<file path="src/rtl/round_sequencer.sv">
// Game-round controller for the color-matcher: load/show/play/result/done sequencing,
// round countdown, score keeping. Optional pause input under `ifdef ROUND_PAUSE_EN.
module round_sequencer #(
    parameter int CLKS_PER_TICK = 50,
    parameter int ROUND_TIME    = 9,
    parameter int SHOW_TIME     = 2,
    parameter int RESULT_TIME   = 2,
    parameter int NUM_ROUNDS    = 5
) (
    input  logic       clk,
    input  logic       resetn,
    input  logic       start,
    input  logic       submit,
    input  logic       match,
`ifdef ROUND_PAUSE_EN
    input  logic       pause,
`endif
    output logic       target_load,
    output logic       timer_en,
    output logic       timer_clr_n,
    output logic [3:0] time_left,
    output logic [2:0] round_num,
    output logic [7:0] score,
    output logic       hit,
    output logic       game_over,
    output logic [2:0] state
);

    localparam int CW = (CLKS_PER_TICK > 1) ? $clog2(CLKS_PER_TICK) : 1;

    typedef enum logic [2:0] {
        S_IDLE   = 3'd0,
        S_LOAD   = 3'd1,
        S_SHOW   = 3'd2,
        S_PLAY   = 3'd3,
        S_RESULT = 3'd4,
        S_DONE   = 3'd5
    } state_t;

    state_t          state_q, state_d;
    logic [CW-1:0]   cnt_q, cnt_d;
    logic [3:0]      phase_q, phase_d;
    logic [3:0]      time_left_q, time_left_d;
    logic [2:0]      round_q, round_d;
    logic [7:0]      score_q, score_d;
    logic            hit_q, hit_d;
    logic            timer_en_q, timer_en_d;
    logic            paused;
    logic            active;
    logic            tick;
    logic [8:0]      score_sum;

    always_comb begin
`ifdef ROUND_PAUSE_EN
        paused = pause;
`else
        paused = 1'b0;
`endif
        active    = (state_q == S_SHOW) || (state_q == S_PLAY) || (state_q == S_RESULT);
        tick      = active && !paused && (cnt_q == CW'(CLKS_PER_TICK - 1));
        score_sum = {1'b0, score_q} + 9'(time_left_q) + 9'd1;

        state_d     = state_q;
        time_left_d = time_left_q;
        round_d     = round_q;
        score_d     = score_q;
        hit_d       = hit_q;

        case (state_q)
            S_IDLE, S_DONE: begin
                if (start) begin
                    state_d     = S_LOAD;
                    round_d     = '0;
                    score_d     = '0;
                    hit_d       = 1'b0;
                    time_left_d = 4'(ROUND_TIME);
                end
            end
            S_LOAD: state_d = S_SHOW;
            S_SHOW: begin
                if (tick && phase_q == 4'(SHOW_TIME - 1))
                    state_d = S_PLAY;
            end
            S_PLAY: begin
                // A submit on the final tick wins and keeps the pre-decrement time for scoring
                if (submit && !paused) begin
                    hit_d   = match;
                    if (match)
                        score_d = score_sum[8] ? 8'hFF : score_sum[7:0];
                    state_d = S_RESULT;
                end else if (tick) begin
                    time_left_d = time_left_q - 4'd1;
                    if (time_left_q == 4'd1) begin
                        hit_d   = 1'b0;
                        state_d = S_RESULT;
                    end
                end
            end
            S_RESULT: begin
                if (tick && phase_q == 4'(RESULT_TIME - 1)) begin
                    if (round_q == 3'(NUM_ROUNDS - 1)) begin
                        state_d = S_DONE;
                    end else begin
                        round_d     = round_q + 3'd1;
                        time_left_d = 4'(ROUND_TIME);
                        state_d     = S_LOAD;
                    end
                end
            end
            default: state_d = S_IDLE;
        endcase

        cnt_d   = cnt_q;
        phase_d = phase_q;
        if (state_d != state_q) begin
            cnt_d   = '0;
            phase_d = '0;
        end else if (active && !paused) begin
            cnt_d = tick ? '0 : cnt_q + CW'(1);
            if (tick && state_q != S_PLAY)
                phase_d = phase_q + 4'd1;
        end

        // Entering IDLE (only via an unused code) restores the reset picture
        if (state_d == S_IDLE) begin
            time_left_d = '0;
            round_d     = '0;
            score_d     = '0;
            hit_d       = 1'b0;
        end

        timer_en_d = (state_d == S_PLAY) && !paused;
    end

    always_ff @(posedge clk) begin
        if (!resetn) begin
            state_q     <= S_IDLE;
            cnt_q       <= '0;
            phase_q     <= '0;
            time_left_q <= '0;
            round_q     <= '0;
            score_q     <= '0;
            hit_q       <= 1'b0;
            timer_en_q  <= 1'b0;
        end else begin
            state_q     <= state_d;
            cnt_q       <= cnt_d;
            phase_q     <= phase_d;
            time_left_q <= time_left_d;
            round_q     <= round_d;
            score_q     <= score_d;
            hit_q       <= hit_d;
            timer_en_q  <= timer_en_d;
        end
    end

    always_comb begin
        target_load = (state_q == S_LOAD);
        timer_clr_n = (state_q != S_IDLE) && (state_q != S_LOAD);
        game_over   = (state_q == S_DONE);
        timer_en    = timer_en_q;
        time_left   = time_left_q;
        round_num   = round_q;
        score       = score_q;
        hit         = hit_q;
        state       = state_q;
    end

endmodule

</file>
<file path="config.mk">
export PLATFORM = sky130hd
export DESIGN_NAME = round_sequencer
export DESIGN_NICKNAME = d
export VERILOG_FILES = /design/src/rtl/round_sequencer.sv
export SDC_FILE = /design/constraint.sdc
export NUM_CORES = 1
export LEC_CHECK = 0
export BUFFER_PORTS_ARGS = -buffer_cell sky130_fd_sc_hd__buf_2
export CORE_ASPECT_RATIO = 1.75
export CORE_MARGIN = 2
export CORE_UTILIZATION = 23
export CTS_CLUSTER_SIZE = 20
export DETAILED_ROUTE_END_ITERATION = 7
export PLACE_DENSITY_LB_ADDON = 0.1
export SYNTH_ARGS = -nofsm -noshare
export SYNTH_HDL_FRONTEND = slang
export SYNTH_SLANG_ARGS = --single-unit
</file>
<file path="constraint.sdc">
create_clock -name clk -period 5.15 [get_ports clk]
set_input_delay 0.7725 -clock clk [delete_from_list [all_inputs] [get_ports clk]]
set_output_delay 0.7725 -clock clk [all_outputs]
set_load 0.03 [all_outputs]
</file>
**Word-level counts from Yosys, hierarchy flattened**

Index checks and enable logic that the tools add are counted.

- Add/sub/neg operators: 6
- $mul: 0
- Div/mod/pow operators: 0
- Order comparisons: 0
- Equality and inequality tests: 22
- Shifts and indexed selects: 0
- Muxes and demuxes: 29
- Bitwise logic cells: 1
- Reductions and logical operators: 20

Operators with widths:

| kind | number |
|---|---|
| 2-to-1 mux 8 bit | 4 |
| 2-to-1 mux 3 bit | 10 |
| 2-to-1 mux 4 bit | 5 |
| case mux 8 bit (2 select lines) | 1 |
| case mux 3 bit (5 select lines) | 1 |
| inequality test 2 bit, second input constant | 6 |
| case mux 4 bit (3 select lines) | 1 |
| AND reduction 4 bit | 3 |
| adder 8 x 4 -> 9 bit | 1 |
| adder 9 x 1 -> 9 bit, second input constant | 1 |
| equality test 3 x 2 -> 1 bit, second input constant | 3 |
| equality test 3 bit, second input constant | 3 |
| equality test 4 x 1 -> 1 bit, second input constant | 2 |
| adder 6 x 1 -> 6 bit, second input constant | 1 |
| equality test 6 bit, second input constant | 1 |
| zero test 3 bit | 2 |
| 2-to-1 mux 6 bit | 1 |
| inequality test 3 x 2 -> 1 bit, second input constant | 2 |
| case mux 3 bit (2 select lines) | 1 |
| AND reduction 6 bit | 1 |
| nonzero test 3 bit | 2 |
| OR reduction 2 bit | 3 |
| adder 4 x 1 -> 4 bit, second input constant | 1 |
| logical AND 1 bit | 4 |
| 13 further kinds | 18 |

- Flip-flop bits (word level): 30
- Latch bits: 0
- RAM bits: 0
- Memory bits (read-only): 0
- Input bits: 5
- Logic and storage cells: 86
- Memories kept: 0

**Logic depth before layout (Yosys ltp)**

- Word-level depth: 9
- Gate-level depth with buffers: 8
- Depth with buffers taken out: 8

**Worst setup path before layout**

No wires, ideal clock.

- Path type: register to output
- From: reg state_q[0], in the netlist state[0]
- To: out game_over
- Arrival time: 1.587 ns
- Path slack: 2.791 ns
- Cell stages (with the launch flop): 4
- Cell sequence: dfxtp_1 -> buf_2 -> inv_1 -> nor3_1

- Word-level cells in the longest chain between the ends: 1

Ends and longest elaborated chain:

| item | RTL line | text |
|---|---|---|
| from (decl) | 40 | `state_t state_q, state_d;` |
| from (signal assigned) | 146 | `state_q <= state_d;` |
| equality test 3 bit | 160 | `game_over = (state_q == S_DONE);` |
| to (decl) | 25 | `output logic game_over,` |

Every way passes these cells.

**Worst setup path after layout**

- From: reg time_left_q[0], in the netlist time_left[0]
- To: reg score_q[0], in the netlist score[0]

- Word-level cells in the longest chain between the ends: 7

Ends and longest elaborated chain:

| item | RTL line | text |
|---|---|---|
| from (decl) | 43 | `logic [3:0] time_left_q, time_left_d;` |
| from (signal assigned) | 149 | `time_left_q <= time_left_d;` |
| parallel branches: the longest is 7 deep, another holds adder 8 x 4 -> 9 bit | n/a |  |
| to (signal assigned) | 151 | `score_q <= score_d;` |
| to (decl) | 45 | `logic [7:0] score_q, score_d;` |

Parallel ways; which one is timed is not known. The select of a mux whose other input is x is not followed.
A chain may end at the register's enable or synchronous reset.

==> out/summary.json <==
{
  "job": {
    "drv.max_cap_violation_count": 0
  },
  "worst_setup_path": {
    "largest_delay_share_family_worst_path": "compound AO/OA/AOI/OAI gates",
    "path_depth": 7,
    "timing.reg2reg.setup_slack_ns": 2.75,
    "cp_data_required_time_ns": 5.32,
    "crit_path_top_delay_cell": "sky130_fd_sc_hd__fa_1",
    "crit_path_start_kind": "register",
    "critical-path-max-stage-delay_ns": 0.42,
    "cp_num_buf_inv": 1,
    "r2r_start": "time_left[0]",
    "worstRegToRegCells": 7,
    "crit_chain": "inv_1 -> ha_1 -> fa_1 -> nand2b_1 -> a21oi_1 -> nand4_1 -> a311oi_1",
    "critical_path.endpoint_type": "register",
    "worstSetupPathType": "reg -> reg",
    "setup_crit_start": "time_left[0]",
    "cp_max_fo": 6,
    "signal_arrival_time_at_the_worst_endpoint_ns": 2.57
  },
  "clock_tree": {
    "hold_buffers": 0,
    "cts_resized": 0,
    "insertion_delay_ns": 0.28,
    "clk_pin_slew_ns": 0.05,
    "cts_buffer_depth": 2,
    "postCtsSetupRepairBufs": 0,
    "clock_tree_from_tritoncts": "done",
    "cts_buffers": 5,
    "cts_htree_levels": 2,
    "cts-root-buf": "sky130_fd_sc_hd__clkbuf_16",
    "cts_sinks": 30
  },
  "sta": {
    "worst_slew_pin_slew_ns": 0.829,
    "timing.final.max_slew_violations": 0,
    "max_freq_mhz": 417,
    "slew-limit-headroom": 0.445,
    "setup_violations": 0,
    "grt_setup_unrepaired": "no",
    "final-hold-violation-count": 0,
    "layout_min_cycle_time_ns": 2.40,
    "skew_ns": 0.00605,
    "setup-tns-final_ns": 0,
    "final.period_utilization": 0.466
  },
  "global_route": {
    "grt_pass1_vias": 1668,
    "globalRouteTotalUtil": 0.126,
    "grt_first_pass_wirelength_um": 8360,
    "grt_max_degree": 21,
    "antenna_found_initial": 0,
    "grt-ovfl-total": 0
  },
  "drt": {
    "finalWirelength_um": 5280,
    "first_pass_iters": 4,
    "via_per_inst": 4.99,
    "avgRoutedWirePerCell_um": 15.5,
    "top_layer_used": "met4",
    "via_count": 1701,
    "wl_met3_um": 161,
    "drtIter0Drc": 38,
    "m1WireLength_um": 2070,
    "antenna_left": 0,
    "met2RoutedLength_um": 2940,
    "drc": 0
  },
  "run_status": {
    "outcome": "finished, final reports clean"
  },
  "synthesis": {
    "yosysMostFrequentCell": "sky130_fd_sc_hd__dfxtp_1",
    "synth_top_area_frac": 0.322,
    "synthArstFlopShare": 0,
    "syn-cell-area_um2": 1860,
    "synthFlopType": "sky130_fd_sc_hd__dfxtp_1",
    "synth-seq-area-share": 0.322,
    "synth_edf_count": 0,
    "synthCells": 226,
    "synthesis.area_per_instance_um2": 8.24,
    "library_cells_used_by_synthesis": 55,
    "syn_warnings": 0,
    "synth-seq-cells": 30,
    "synth.top_cells.by_area": "sky130_fd_sc_hd__dfxtp_1 (32%), sky130_fd_sc_hd__ha_1 (8.1%), sky130_fd_sc_hd__a21oi_1 (4.8%)",
    "syn-num-nets": 244,
    "synth_commonest_cells": "sky130_fd_sc_hd__dfxtp_1 (30), sky130_fd_sc_hd__nor2_1 (24), sky130_fd_sc_hd__nand2_1 (21)",
    "synth.largest_area_cell": "sky130_fd_sc_hd__dfxtp_1"
  },
  "place": {
    "routabilityCongestion": 0.762,
    "io_buf_count": 27,
    "place_hpwl_um": 4060
  },
  "pwr": {
    "power.leakage_uw": 0.000861,
    "powerDensity_nw_per_um2": 272,
    "p_total_uw": 600,
    "ir_worst_vdd_uv": 113
  },
  "die": {
    "ios": 28,
    "initial_utilization": 0.236,
    "dieHeight_um": 123,
    "die_w_um": 72.0,
    "core.rowCount": 43,
    "floorplan.core_area_um2": 7910,
    "area_of_the_die_um2": 8860
  },
  "final_layout": {
    "fraction_of_layout_cells_with_a_size_suffix_above_1": 0.155,
    "final-seq-area_um2": 601,
    "num-fill-cells": 883,
    "syn_to_final_growth_pct": 18.2,
    "final_nets": 270,
    "diodes": 0,
    "multi_input_area_um2": 1160
  },
  "hold_path": {
    "timing.hold.worst.start": "score[2]",
    "count_of_cells_along_the_worst_hold_path": 2,
    "hold_class": "reg -> reg"
  }
}
## path summary, 6_finish.rpt
| path | endpoint |
|---|---|
| max | score[0] |
| min | score[2] |
| max reg2reg | score[0] |
| min reg2reg | score[2] |
## routing by layer
layer / vias up / GRT usage
met5: - / 0
met1: 798 / 0.120
met3: 7 / 0.0277
met2: 22 / 0.246
met4: 0 / 0.0601
li1: 874 / -
## cells by family after synthesis
family,after synthesis,synth area share
AO/OA/AOI/OAI,59,0.226
XOR/XNOR,7,0.0329
adder cells (fa/ha/maj),13,0.0913
buffers and inverters,22,0.0537
flip-flops,30,0.322
multiplexers,2,0.0107
AND/OR/NAND/NOR,93,0.263
## worst reg2reg max path, stage by stage, from the launching register on
cell	delay, ns
sky130_fd_sc_hd__dfxtp_1	0.41
sky130_fd_sc_hd__inv_1	0.09
sky130_fd_sc_hd__ha_1	0.23
sky130_fd_sc_hd__fa_1	0.42
sky130_fd_sc_hd__nand2b_1	0.20
sky130_fd_sc_hd__a21oi_1	0.35
sky130_fd_sc_hd__nand4_1	0.27
sky130_fd_sc_hd__a311oi_1	0.33
## state kept, by name, indices dropped and copies added, names as in the netlist
name / flops
score: 8
cnt_q: 6
phase_q: 4
time_left: 4
round_num: 3
state: 3
hit: 1
timer_en: 1
## layout by cell type (no fill, tap or decap), types with 6 or more instances in the layout
master	count
sky130_fd_sc_hd__buf_2	27
sky130_fd_sc_hd__a21oi_1	18
sky130_fd_sc_hd__nor2_1	24
sky130_fd_sc_hd__ha_1	12
sky130_fd_sc_hd__dfxtp_1	30
sky130_fd_sc_hd__nand3_1	8
sky130_fd_sc_hd__nor3_1	8
sky130_fd_sc_hd__inv_1	14
sky130_fd_sc_hd__nor2b_1	6
sky130_fd_sc_hd__o21ai_0	11
sky130_fd_sc_hd__nand2_1	21
## metrics by stage
stage | hold slack (ns) | instance area [um2] | instances | util | worst slack (ns)
after floorplan | 0.480 | 1860 | 226 | - | 2.79
after global placement | 0.484 | 2060 | 335 | 0.261 | 2.75
after detailed placement | 0.484 | 2060 | 335 | 0.261 | 2.73
after CTS | 0.492 | 2200 | 341 | 0.278 | 2.73
after global routing | 0.538 | 2200 | 341 | 0.278 | 2.56
final | 0.496 | 2200 | 341 | 0.278 | 2.75
## area by class of cell
| type | count | share of cell area |
|---|---|---|
| tap | 90 | 0.0511 |
| multi-input combinational | 174 | 0.528 |
| timing repair buffer | 27 | 0.0614 |
| inverter | 14 | 0.0239 |
| sequential | 30 | 0.273 |
| clock buffer | 6 | 0.0631 |
## power by group
part           internal [uW]  switching, uW
Combinational           21.4           43.6
Sequential               236           9.52
Clock                    186            102
Total                    444            155
Note: power is estimated with default switching activity, not from simulation.
